[src/rtl/dig_clock_period_meter_pkg.sv]
// dig_clock_meter_pkg: state type and default parameters for the clock period meter
package dig_clock_meter_pkg;
  typedef enum logic [0:0] {IDLE, MEASURE} meter_state_t;
  localparam int METER_CNT_W_DEF   = 32;
  localparam int METER_TIMEOUT_DEF = 1048576;
endpackage

[src/rtl/dig_clock_period_meter_if.sv]
// dig_clock_period_meter_if: measured signal in, measurement results out
interface dig_clock_period_meter_if #(parameter int CNT_W = 32);
  logic             sig;
  logic [CNT_W-1:0] halfPeriod;
  logic [CNT_W-1:0] divisor;
  logic             valid;
  logic             locked;
  logic             timeout;
  modport master (output sig, input halfPeriod, divisor, valid, locked, timeout);
  modport slave  (input sig, output halfPeriod, divisor, valid, locked, timeout);
endinterface

[src/rtl/dig_clock_period_meter_edge_sync.sv]
// dig_edge_sync: samples sig into cin and flags either transition; CLOCK_METER_SYNC_EN adds a 2-flop synchronizer
module dig_edge_sync (
  input  logic cin,
  input  logic rst,
  input  logic i_sig,
  output logic o_edge
);
  logic r_cur, r_prev;
`ifdef CLOCK_METER_SYNC_EN
  logic r_s1;
  always_ff @(posedge cin) begin
    if (rst) begin
      r_s1   <= 1'b0;
      r_cur  <= 1'b0;
      r_prev <= 1'b0;
    end else begin
      r_s1   <= i_sig;
      r_cur  <= r_s1;
      r_prev <= r_cur;
    end
  end
`else
  always_ff @(posedge cin) begin
    if (rst) begin
      r_cur  <= 1'b0;
      r_prev <= 1'b0;
    end else begin
      r_cur  <= i_sig;
      r_prev <= r_cur;
    end
  end
`endif
  assign o_edge = r_cur ^ r_prev;
endmodule

[src/rtl/dig_clock_period_meter.sv]
// dig_clock_period_meter: measures cin cycles between sig edges and recovers the divider setting (CLOCK_METER_SYNC_EN selects synchronized input)
module dig_clock_period_meter import dig_clock_meter_pkg::*; #(
  parameter int CNT_W   = METER_CNT_W_DEF,
  parameter int TIMEOUT = METER_TIMEOUT_DEF
) (
  input logic                      cin,
  input logic                      rst,
  dig_clock_period_meter_if.slave  bus
);
  meter_state_t     r_state;
  logic [CNT_W-1:0] r_cnt, r_hp, r_div, w_cnt_inc;
  logic             r_valid, r_locked, r_timeout, r_first, w_edge;
  assign w_cnt_inc = r_cnt + CNT_W'(1);
  dig_edge_sync u_sync (
    .cin    (cin),
    .rst    (rst),
    .i_sig  (bus.sig),
    .o_edge (w_edge)
  );
  // r_first keeps a stale pre-timeout halfPeriod from producing a false lock
  always_ff @(posedge cin) begin
    if (rst) begin
      r_state   <= IDLE;
      r_cnt     <= '0;
      r_hp      <= '0;
      r_div     <= '0;
      r_valid   <= 1'b0;
      r_locked  <= 1'b0;
      r_timeout <= 1'b0;
      r_first   <= 1'b0;
    end else begin
      r_valid <= 1'b0;
      if (r_state == IDLE) begin
        if (w_edge) begin
          r_cnt     <= '0;
          r_state   <= MEASURE;
          r_timeout <= 1'b0;
          r_first   <= 1'b1;
        end
      end else if (w_edge) begin
        r_hp     <= w_cnt_inc;
        r_div    <= r_cnt;
        r_valid  <= 1'b1;
        r_cnt    <= '0;
        r_locked <= !r_first && (w_cnt_inc == r_hp);
        r_first  <= 1'b0;
      end else if (r_cnt == CNT_W'(TIMEOUT - 1)) begin
        r_state   <= IDLE;
        r_timeout <= 1'b1;
        r_locked  <= 1'b0;
      end else begin
        r_cnt <= w_cnt_inc;
      end
    end
  end
  assign bus.halfPeriod = r_hp;
  assign bus.divisor    = r_div;
  assign bus.valid      = r_valid;
  assign bus.locked     = r_locked;
  assign bus.timeout    = r_timeout;
endmodule

[src/flat_wrapper.sv]
// flat-port wrapper written by rule: the top's interface ports become plain ports
module dig_clock_period_meter_flat import dig_clock_meter_pkg::*;
#(
  parameter int CNT_W   = METER_CNT_W_DEF,
  parameter int TIMEOUT = METER_TIMEOUT_DEF
)
  (cin, rst, bus_sig, bus_halfPeriod, bus_divisor, bus_valid, bus_locked, bus_timeout);
  dig_clock_period_meter_if #(.CNT_W(CNT_W)) bus_i ();
  input logic cin;
  input logic rst;
  input wire logic [$bits(bus_i.sig)-1:0] bus_sig;
  output wire logic [$bits(bus_i.halfPeriod)-1:0] bus_halfPeriod;
  output wire logic [$bits(bus_i.divisor)-1:0] bus_divisor;
  output wire logic [$bits(bus_i.valid)-1:0] bus_valid;
  output wire logic [$bits(bus_i.locked)-1:0] bus_locked;
  output wire logic [$bits(bus_i.timeout)-1:0] bus_timeout;
  assign bus_i.sig = bus_sig;
  assign bus_halfPeriod = bus_i.halfPeriod;
  assign bus_divisor = bus_i.divisor;
  assign bus_valid = bus_i.valid;
  assign bus_locked = bus_i.locked;
  assign bus_timeout = bus_i.timeout;
  dig_clock_period_meter #(.CNT_W(CNT_W), .TIMEOUT(TIMEOUT)) u_core (.cin(cin), .rst(rst), .bus(bus_i));
endmodule
[config.mk]
export PLATFORM = sky130hd
export DESIGN_NAME = dig_clock_period_meter_flat
export DESIGN_NICKNAME = d
export VERILOG_FILES = /design/src/rtl/dig_clock_period_meter_pkg.sv /design/src/rtl/dig_clock_period_meter_if.sv /design/src/rtl/dig_clock_period_meter_edge_sync.sv /design/src/rtl/dig_clock_period_meter.sv /design/src/flat_wrapper.sv
export SDC_FILE = /design/constraint.sdc
export NUM_CORES = 1
export LEC_CHECK = 0
export ABC_CLOCK_PERIOD_IN_PS = 2600
export BUFFER_PORTS_ARGS = -buffer_cell sky130_fd_sc_hd__clkbuf_2
export CELL_PAD_IN_SITES_DETAIL_PLACEMENT = 0
export CELL_PAD_IN_SITES_GLOBAL_PLACEMENT = 2
export CORE_MARGIN = 2
export CORE_UTILIZATION = 31
export CTS_BUF_LIST = sky130_fd_sc_hd__clkbuf_16
export DETAILED_ROUTE_END_ITERATION = 10
export GPL_ROUTABILITY_DRIVEN = 0
export GPL_TIMING_DRIVEN = 0
export PLACE_DENSITY = 0.76
export SYNTH_ARGS = -nofsm -noshare
export SYNTH_HDL_FRONTEND = slang
export SYNTH_SLANG_ARGS = --single-unit
[constraint.sdc]
create_clock -name cin -period 2.6 [get_ports cin]
set_input_delay 0 -clock cin [delete_from_list [all_inputs] [get_ports cin]]
set_output_delay 0 -clock cin [all_outputs]
set_load 0.1 [all_outputs]
==> load_flow_metrics.sql <==
INSERT INTO impl_metrics (metric_group, metric, value, unit) VALUES
('global_route', 'globalRouteTotalUtil', '0.2027', ''),
('timing', 'achievable_clock_frequency', '0.3811', 'GHz'),
('final_layout', 'nets', '793', ''),
('timing', 'timing.final.max_slew_violations', '0', ''),
('floorplanning', 'area_inside_the_core_boundary', '17420', 'um2'),
('final_layout', 'seqCellArea', '2068', 'um2'),
('drt', 'drt-total-wl', '19170', 'um'),
('final_layout', 'n_antenna_cell', '0', ''),
('power', 'p_int', '2.505', 'mW'),
('floorplanning', 'io-pin-count', '70', ''),
('placed_design', 'standard_cell_area_after_detailed_placement', '6183', 'um2'),
('yosys', 'synth.cell_area', '5557', 'um2'),
('critical_path', 'criticalPathCategory', 'reg -> reg', ''),
('timing', 'clock-skew-final', '10.20', 'ps'),
('critical_path', 'crit_path_end_kind', 'flip-flop', ''),
('power', 'power.switching', '1.116', 'mW'),
('drt', 'post_drt_wl_per_cell', '18.86', 'um'),
('yosys', 'seq_area_frac_synth', '0.3711', ''),
('floorplanning', 'die-height', '137.9', 'um'),
('global_route', 'grt_remaining_overflow', '0', ''),
('timing', 'worst-slew-pin-transition', '719.8', 'ps'),
('cts', 'cts.sinks', '103', ''),
('drt', 'vias_per_cell', '5.281', ''),
('timing', 'setup_repair_after_global_routing_missed_its_margin', 'yes', ''),
('yosys', 'synth.ff_latch_count', '103', ''),
('cts', 'clk-insertion-delay-late', '360', 'ps'),
('power', 'power.density_cell_area', '504.4', 'nW/um2'),
('cts', 'numCtsBuffers', '9', ''),
('timing', 'worst_slack', '-24.01', 'ps'),
('floorplanning', 'rows', '48', ''),
('timing', 'finalWorstPathRequiredPeriod', '2624', 'ps'),
('timing', 'layout_worst_path_cycle_share', '1.009', ''),
('yosys', 'synth_cells', '669', ''),
('floorplanning', 'die_area', '19010', 'um2'),
('drt', 'detail_route.first_pass.iterations', '4', ''),
('yosys', 'synthesized_area_per_cell', '8.306', 'um2'),
('worst_hold_path', 'hold_path.class', 'in -> reg', ''),
('final_layout', 'fillers', '1848', ''),
('drt', 'drt_drc_violations_left', '0', ''),
('global_route', 'grt_antenna_before_repair', '0', ''),
('floorplanning', 'floorplan.initialDensity', '0.3190', ''),
('power', 'power.static_leakage', '2.816', 'nW'),
('global_route', 'grt_start_max_net_pins', '16', ''),
('final_layout', 'multiInputGateArea', '3427', 'um2'),
('global_route', 'wire_length_of_the_first_global_routing_pass', '28630', 'um'),
('placed_design', 'portBuffers', '69', ''),
('critical_path', 'cp.required', '2880', 'ps'),
('critical_path', 'startpoint_types', 'flip-flop', ''),
('power', 'peakVddDrop', '0.3228', 'mV'),
('run_status', 'failing_checks', 'setup timing', ''),
('timing', 'timing.final.setup_violations', '1', ''),
('final_layout', 'share_of_final_layout_standard_cells_stronger_than_drive_strength_1', '0.2642', ''),
('yosys', 'synth-async-reset-ratio', '0', ''),
('placed_design', 'placedCellCount', '963', ''),
('drt', 'number_of_drc_markers_in_iteration_0', '326', ''),
('drt', 'vias', '5366', ''),
('power', 'combinationalPowerShare', '0.168', ''),
('critical_path', 'critical_path_peak_fanout', '6', ''),
('yosys', 'number_of_flops_mapped_to_enable_cells_by_yosys', '0', ''),
('power', 'fraction_of_power_spent_switching_nets', '0.3083', ''),
('power', 'power.share.sequential', '0.457', ''),
('yosys', 'yosysUniqueCellTypes', '59', ''),
('critical_path', 'worst_ep_arrival_time', '2910', 'ps'),
('cts', 'cts_max_path_buffers', '2', ''),
('global_route', 'vias_in_the_first_global_route', '4927', ''),
('final_layout', 'layout.cells.non_filler', '1016', ''),
('cts', 'total_number_of_h_tree_levels', '3', ''),
('final_layout', 'synthToLayoutAreaGrowth', '29.21', '%'),
('yosys', 'dominantRegCellSynth', 'sky130_fd_sc_hd__dfxtp_1', ''),
('placed_design', 'detailedPlacementHpwl', '13390', 'um'),
('floorplanning', 'fp.dieW', '137.9', 'um'),
('run', 'drv.max_cap_violation_count', '0', ''),
('cts', 'cts_root_buf', 'sky130_fd_sc_hd__clkbuf_16', ''),
('power', 'clkPwrFrac', '0.374', ''),
('run_status', 'run_status', 'complete, but fails checks', ''),
('yosys', 'post_synthesis_net_count', '675', ''),
('timing', 'hold_viol', '0', ''),
('final_layout', 'fin_area', '7179', 'um2'),
('drt', 'ant_nets_after_route', '0', ''),
('yosys', 'synth_warnings', '0', ''),
('cts', 'cts_tree', 'built', ''),
('timing', 'timing.max_slew.rel_slack', '0.5201', ''),
('cts', 'clk_pin_slew_worst_paths', '70', 'ps');
## path summary, 6_finish.rpt
kind | slack [ps] | to | startpoint | cells past startpoint
worst min-delay path | 390 | u_core.u_sync.r_cur$_SDFF_PP0_ | bus_sig | 3
worst min register to register | 480 | u_core.bus.timeout$_SDFFE_PP0P_ | u_core.bus.timeout$_SDFFE_PP0P_ | 2
worst max-delay path | -20 | u_core.bus.locked$_SDFFE_PP0P_ | u_core.r_cnt[1]$_SDFFE_PP0P_ | 11
worst max register to register | -20 | u_core.bus.locked$_SDFFE_PP0P_ | u_core.r_cnt[1]$_SDFFE_PP0P_ | 11
## repair_timing
item	CTS	global route
gates resized for setup	45	63
cloned	0	1
endpoints found under the hold margin	2	0
setup buffers	21	18
endpoints found under the setup margin	65	64
pin swaps	13	20
hold buffers	2	0
## power groups by stage
stage / logic (mW) / registers (mW) / clock network [mW]
after floorplan: 0.217 / 1.89 / 0
after global placement: 0.551 / 1.69 / 0
after detailed placement: 0.554 / 1.69 / 0
after CTS: 0.579 / 1.65 / 1.39
after global routing: 0.642 / 1.66 / 1.46
final: 0.610 / 1.66 / 1.36
## per-layer routing
metal	track usage	wire length [um]	up-vias
met2	0.3210	9008	153
li1	-	-	2594
met1	0.2765	8880	2595
met3	0.04423	929	24
met5	0	0	-
met4	0.05952	346	0
## registers in the layout, indices dropped and copies added (netlist names)
register               cells
u_core.bus.timeout         1
u_core.u_sync.r_prev       1
u_core.r_first             1
u_core.r_cnt              32
u_core.bus.locked          1
u_core.r_state             1
u_core.bus.halfPeriod     32
u_core.bus.valid           1
u_core.u_sync.r_cur        1
u_core.bus.divisor        32
## through the flow
stage                 util  setup WS [ps]  hold slack, ps  setup TNS (ps)  power (mW)
floorplan                -          74.71           88.50               0       2.103
global placement    0.3550         -811.6           220.0          -25870       2.241
detailed placement  0.3550         -744.6           224.3          -24500       2.245
CTS                 0.3927         -28.72           388.4          -28.72       3.621
global route        0.4122         -120.3           427.9          -184.4       3.758
finish              0.4122         -24.01           385.3          -24.01       3.621
## placed cells by master, fill, tap and decap left out, drive strengths merged, types with 2 or more instances in the layout
master and n:
a31oi 2, dlygate4sd3 2, xnor2 31, nand4 18, a32oi 2, clkbuf 108
dfxtp 103, nand2 24, nor2b 5, nor4 14, mux2i 34, nor3 19
nand3b 16, or3 12, inv 9, ha 3, buf 68, a211oi 30
nand2b 5, or2b 2, and3 9, o32ai 2, or2 5, o221ai 2
a21oi 48, and4 4, clkinv 3, nor2 113, xor2 24, and2 2
o31ai 2, o21ai 28, a21o 9, a22o 2, nand3 16
## cells in the mapped netlist (4+ instances only)
master                     instances  area (um2)
sky130_fd_sc_hd__a211oi_1         30       225.2
sky130_fd_sc_hd__a21o_1            9       67.56
sky130_fd_sc_hd__a21oi_1          48       240.2
sky130_fd_sc_hd__and3_1            8       50.05
sky130_fd_sc_hd__and4_1            4       35.03
sky130_fd_sc_hd__buf_1             7       26.28
sky130_fd_sc_hd__buf_2            18       90.09
sky130_fd_sc_hd__buf_4             7       52.55
sky130_fd_sc_hd__clkbuf_1         29       108.9
sky130_fd_sc_hd__dfxtp_1         103        2062
sky130_fd_sc_hd__inv_1             7       26.28
sky130_fd_sc_hd__mux2i_1          34       340.3
sky130_fd_sc_hd__nand2_1          23       86.33
sky130_fd_sc_hd__nand2b_1          5       31.28
sky130_fd_sc_hd__nand3_1          14       70.07
sky130_fd_sc_hd__nand3b_1         16       120.1
sky130_fd_sc_hd__nand4_1          14       87.58
sky130_fd_sc_hd__nor2_1          113       424.2
sky130_fd_sc_hd__nor2b_1           5       31.28
sky130_fd_sc_hd__nor3_1           19       95.09
sky130_fd_sc_hd__nor4_1            9       56.30
sky130_fd_sc_hd__o21ai_0          24       120.1
sky130_fd_sc_hd__o21ai_1           4       20.02
sky130_fd_sc_hd__or2_2             5       31.28
sky130_fd_sc_hd__or3_1            12       75.07
sky130_fd_sc_hd__xnor2_1          31       271.5
sky130_fd_sc_hd__xor2_1           24       210.2
## cells by family after synthesis
kind of cell	Yosys count	synth area share
AOI/OAI and AO/OA	135	0.1504
xor gates and xnor gates	56	0.09074
adders and majority gates	3	0.006756
buffers and inverters	69	0.05675
DFF	103	0.3711
muxes	34	0.06125
and+or+nand+nor	269	0.2630
## critical path: stages (launching register included)
cell and delay, ps:
sky130_fd_sc_hd__dfxtp_4 360, sky130_fd_sc_hd__buf_6 110, sky130_fd_sc_hd__nand4_4 190, sky130_fd_sc_hd__buf_6 190, sky130_fd_sc_hd__nor4_4 280, sky130_fd_sc_hd__buf_6 170
sky130_fd_sc_hd__and3_4 220, sky130_fd_sc_hd__xnor2_2 80, sky130_fd_sc_hd__a22o_1 260, sky130_fd_sc_hd__nor3b_2 290, sky130_fd_sc_hd__nand4_1 140, sky130_fd_sc_hd__o31ai_1 240
## area by class of cell
| cell class | instances | share of cell area |
|---|---|---|
| Buffer | 58 | 0.04915 |
| Clock buffer | 9 | 0.03137 |
| Clock inverter | 6 | 0.007668 |
| Inverter | 7 | 0.003660 |
| Multi-Input combinational cell | 497 | 0.4773 |
| Sequential cell | 103 | 0.2881 |
| Tap cell | 225 | 0.03921 |
| Timing Repair Buffer | 111 | 0.1035 |
Power figures use the tool's default switching activity.
